**config.mk**
```make
export PLATFORM = sky130hd
export DESIGN_NAME = serial_adder_ctrl
export DESIGN_NICKNAME = d
export VERILOG_FILES = /design/src/rtl/serial_adder_ctrl.sv
export SDC_FILE = /design/constraint.sdc
export NUM_CORES = 1
export LEC_CHECK = 0
export CORE_UTILIZATION = 50
export DETAILED_ROUTE_END_ITERATION = 7
export PLACE_DENSITY = 0.89
export SYNTH_ARGS = -nofsm -noshare
export SYNTH_HDL_FRONTEND = slang
export SYNTH_SLANG_ARGS = --single-unit
export TNS_END_PERCENT = 20
```
**constraint.sdc**
```tcl
create_clock -name clk -period 2.11 [get_ports clk]
set_clock_uncertainty 0.2 [all_clocks]
set_input_delay 0.422 -clock clk [delete_from_list [all_inputs] [get_ports clk]]
set_output_delay 0.422 -clock clk [all_outputs]
set_load 0.02 [all_outputs]
```
**src/rtl/serial_adder_ctrl.sv**
```systemverilog
// Bit-serial adder controller: accepts two N-bit operands and a carry-in,
// adds them one bit per clock (LSB first) through a single 1-bit full
// adder cell, then holds the result until the consumer takes it.

// 1-bit full adder cell shared by the serial datapath.
module adder_1 (
    input  logic a,
    input  logic b,
    input  logic ci,
    output logic s,
    output logic co
);

    assign s  = a ^ b ^ ci;
    assign co = (a & b) | (ci & (a ^ b));

endmodule

module serial_adder_ctrl #(
    parameter int N = 8
) (
    input  logic         clk,
    input  logic         rst,
    input  logic         in_valid,
    output logic         in_ready,
    input  logic [N-1:0] a,
    input  logic [N-1:0] b,
    input  logic         c_in,
    output logic         out_valid,
    input  logic         out_ready,
    output logic [N-1:0] sum,
    output logic         c_out,
    output logic         overflow,
    output logic         busy
);

    localparam int IDX_W = (N > 1) ? $clog2(N) : 1;
    localparam logic [IDX_W-1:0] IDX_LAST = IDX_W'(N - 1);
    localparam logic [IDX_W-1:0] IDX_ONE  = IDX_W'(1);
    localparam logic [IDX_W-1:0] IDX_ZERO = IDX_W'(0);

    typedef enum logic [1:0] {
        ST_IDLE = 2'd0,
        ST_RUN  = 2'd1,
        ST_DONE = 2'd2
    } state_t;

    state_t           state_r;
    state_t           state_nxt_s;
    logic [N-1:0]     a_sh_r;
    logic [N-1:0]     b_sh_r;
    logic [N-1:0]     sum_r;
    logic             carry_r;
    logic             c_out_r;
    logic             overflow_r;
    logic [IDX_W-1:0] idx_r;
    logic             fa_sum_s;
    logic             fa_co_s;
    logic             accept_s;
    logic             last_s;

    // Operands are shifted right each RUN cycle, so bit 0 is always the
    // bit at position idx_r of the originally captured operand.
    adder_1 u_fa (
        .a  (a_sh_r[0]),
        .b  (b_sh_r[0]),
        .ci (carry_r),
        .s  (fa_sum_s),
        .co (fa_co_s)
    );

    assign accept_s = in_valid & in_ready;
    assign last_s   = (idx_r == IDX_LAST);

    // State register; reset wins over every transition.
    always_ff @(posedge clk) begin
        if (rst) begin
            state_r <= ST_IDLE;
        end else begin
            state_r <= state_nxt_s;
        end
    end

    // Next-state logic.
    always_comb begin
        state_nxt_s = state_r;
        case (state_r)
            ST_IDLE: begin
                if (accept_s) begin
                    state_nxt_s = ST_RUN;
                end else begin
                    state_nxt_s = ST_IDLE;
                end
            end
            ST_RUN: begin
                if (last_s) begin
                    state_nxt_s = ST_DONE;
                end else begin
                    state_nxt_s = ST_RUN;
                end
            end
            ST_DONE: begin
                if (out_ready) begin
                    state_nxt_s = ST_IDLE;
                end else begin
                    state_nxt_s = ST_DONE;
                end
            end
            default: state_nxt_s = ST_IDLE;
        endcase
    end

    // Handshake and status outputs decoded from the state register.
    always_comb begin
        in_ready  = 1'b0;
        out_valid = 1'b0;
        busy      = 1'b0;
        case (state_r)
            ST_IDLE: in_ready = 1'b1;
            ST_RUN:  busy = 1'b1;
            ST_DONE: begin
                out_valid = 1'b1;
                busy      = 1'b1;
            end
            default: in_ready = 1'b0;
        endcase
    end

    // Serial datapath: operand capture, one sum bit per RUN cycle, and the
    // final carry/overflow capture on the MSB cycle. Results are held in DONE.
    always_ff @(posedge clk) begin
        if (rst) begin
            a_sh_r     <= {N{1'b0}};
            b_sh_r     <= {N{1'b0}};
            sum_r      <= {N{1'b0}};
            carry_r    <= 1'b0;
            c_out_r    <= 1'b0;
            overflow_r <= 1'b0;
            idx_r      <= IDX_ZERO;
        end else begin
            case (state_r)
                ST_IDLE: begin
                    if (accept_s) begin
                        a_sh_r     <= a;
                        b_sh_r     <= b;
                        carry_r    <= c_in;
                        sum_r      <= {N{1'b0}};
                        c_out_r    <= 1'b0;
                        overflow_r <= 1'b0;
                        idx_r      <= IDX_ZERO;
                    end
                end
                ST_RUN: begin
                    sum_r[idx_r] <= fa_sum_s;
                    carry_r      <= fa_co_s;
                    a_sh_r       <= {1'b0, a_sh_r[N-1:1]};
                    b_sh_r       <= {1'b0, b_sh_r[N-1:1]};
                    if (last_s) begin
                        // carry_r here is the carry into the MSB.
                        c_out_r    <= fa_co_s;
                        overflow_r <= carry_r ^ fa_co_s;
                        idx_r      <= IDX_ZERO;
                    end else begin
                        idx_r <= idx_r + IDX_ONE;
                    end
                end
                ST_DONE: begin
                    idx_r <= IDX_ZERO;
                end
                default: begin
                    idx_r <= IDX_ZERO;
                end
            endcase
        end
    end

    assign sum      = sum_r;
    assign c_out    = c_out_r;
    assign overflow = overflow_r;

endmodule

```
==> metrics <==
status=completed; Hold WC Path Type=reg -> reg; Cells after Synth=~170; hold path endpoint=sum[0]; DR WL/cell=13.28 µm; Core Box Area=0.003078 mm²; # DRC=0; pin count of the biggest net entering global routing=29; hpwl dp=2364 µm; minimum clock period=2.009 ns; max-cap violation count=0; Nets=229; post-synthesis cell type count=31; routability congestion estimate=0.8290; DRT antenna net count=0; Vias=1,359; final count of hold timing violations=0; DIE WIDTH=59.32 µm; setup violators final=0; final period utilization=~95%; Critical R2R Launch=state_r[0]; FMAX=0.4979 GHz; top cells by count, synth=32 x dfxtp_1, 17 x nor2_1, 16 x mux2i_1, 10 x a211oi_2, 8 x o22ai_1; Leak=0.8009 nW; H-tree depth=2; Max VDD drop=0.4753 mV; first-pass GRT wire length=5375 µm; Vias/cell=roughly 5.5; Worst-Margin Slew=~0.47 ns; Slew Viols, Final=0; DR iter-0 viols=32; buffers added on ports=33; die area=0.003519 mm²; Hold Crit Depth=1; Place WS=about 0.07 ns; TritonCTS Sinks=32; cts repair resizes=3; Synth Register Bits=32; Die Y=59.32 µm; Inserted Diodes=0; PD cells=636.2 mW/mm²; worst setup margin=0.1014 ns; largest cells by area after synthesis=dfxtp_1 39%, mux2i_1 9.7%, a211oi_2 7.6%; clk_lat worst skew=0.35 ns; number of global-route vias before repair=1,302; setup total negative slack=0 ns; Crit. End Element=output port; Post-Layout Cell Count=approximately 250; Routed WL=3254 µm; Root Buffer=clkbuf_4; Synth top area share=38.99%; TritonCTS buffer count=5; Hold WS=roughly 0.27 ns; syn avg cell area=9.837 µm²; drt first pass iters=4; Reg2Reg Depth=7; Synth Cell Area=0.001643 mm²; critical path type=reg -> out; clock-pin transition on the worst setup and hold timing paths=0.10 ns; Seq/Total Area, Yosys=38.99%; Register Area=640.6 µm²; most common cell in the synthesized netlist=dfxtp_1; Ys Warns=0; r2r setup slk=~0.21 ns; clk buf depth=2; initial core utilization=53.37%; CP Data Required Time=1.49 ns; worst-case headroom to the max-slew limit=68.44%; area of the multi-input gates=roughly 900 µm²; total global routing overflow=0; IO Pins=34; Syn Nets=196; CP arrival=1.39 ns; largest area contributor in the netlist=dfxtp_1; crit path max fanout=3; FP Rows=20; initial antenna violation count=0; placed cells=237; Setup crit start kind=register; layout cell share with drive strength beyond 1=11.94%; RSZ-0062 raised after global routing=no; most common flop cell mapped by yosys=dfxtp_1; Total GRT Usage=approximately 21%; filler cell count in the final layout=roughly 260; worst r2r dst=b_sh_r[4]; # Post-CTS Setup Buffers=0; CTS tree=done; area grow syn2layout=25.44%; FFs w/ async S/R, synth=0%; cts hold-fix bufs=0; Post-synth EDFFs=0; start point of the worst hold path=sum[0]
-- critical path, stage by stage (launching register included) --
cell and delay, ns:
dfxtp_1 0.37, inv_1 0.08, ha_1 0.28, dlygate4sd2_1 0.32
-- how the worst max path moves through the flow --
stage | startpoint | to | slack (ns) | depth (start not counted)
floorplan | state_r[0] | a_sh_r[2] | 0.30 | 6
global placement | in_valid | sum[2] | 0.15 | 4
detailed placement | in_valid | b_sh_r[0] | 0.07 | 5
CTS | state_r[0] | busy | 0.07 | 3
global route | state_r[0] | busy | 0.01 | 3
finish | state_r[0] | busy | 0.10 | 3
-- stage by stage --
step	utilization (%)	total power [W]	area, µm²
floorplan	-	0.0008681	1643
global placement	65.16	0.0009373	2006
detailed placement	65.16	0.0009526	2006
CTS	66.95	0.001326	2061
global route	66.95	0.001371	2061
finish	66.95	0.001311	2061
-- area by class of cell --
class                   count  area share (%)
clock buffers               8           2.854
inverters                   6           1.093
multi-input cells         115           43.29
flip-flops and latches     32           31.09
well taps                  44           2.672
repair buffers             40           19.00
-- cell usage in the layout (no fill, tap or decap), drive strengths merged, types with 3 or more instances in the layout --
cell and n:
nand2b 3, nand3 3, clkbuf 8, inv 6, a211oi 15, o22ai 8, o2bb2ai 4, a32o 5
mux2i 16, clkdlybuf4s50 30, dfxtp 32, nor3 4, nand2 7, nor2 17, a21oi 5, nor3b 3
nor2b 3, and3b 4, ha 7, dlygate4sd2 3, buf 7, a22oi 3
-- state kept, by name (all words and copies together), names as in the netlist --
register,flops
a_sh_r,8
b_sh_r,8
c_out,1
carry_r,1
idx_r,3
overflow,1
state_r,2
sum,8
-- per-layer routing --
metal	vias to the layer above	GRT usage, %	wire length [µm]
met1	637	22.09	1411
met4	0	10.88	87
met2	42	36.12	1575
met3	8	6.550	179
met5	-	0	0
li1	672	-	-
-- kinds of logic (layout without fill, tap and decap cells) --
kind of cell,after synthesis,count (layout),share of synthesized area (%)
and+or+nand+nor,48,48,15.23
AOI/OAI and AO/OA,41,41,21.32
DFF,32,32,38.99
buffers and inverters,20,54,6.702
muxes,17,17,10.66
adders and majority gates,8,8,6.550
xor gates and xnor gates,1,1,0.5332
-- power by group --
| part | switching [W] | leakage (nW) | internal [W] | total, W |
|---|---|---|---|---|
| registers | 0.0000217 | 0.262 | 0.000640 | 0.000662 |
| logic | 0.000140 | 0.506 | 0.000135 | 0.000274 |
| clock network | 0.000210 | 0.0326 | 0.000164 | 0.000374 |
Power figures use the tool's default switching activity.
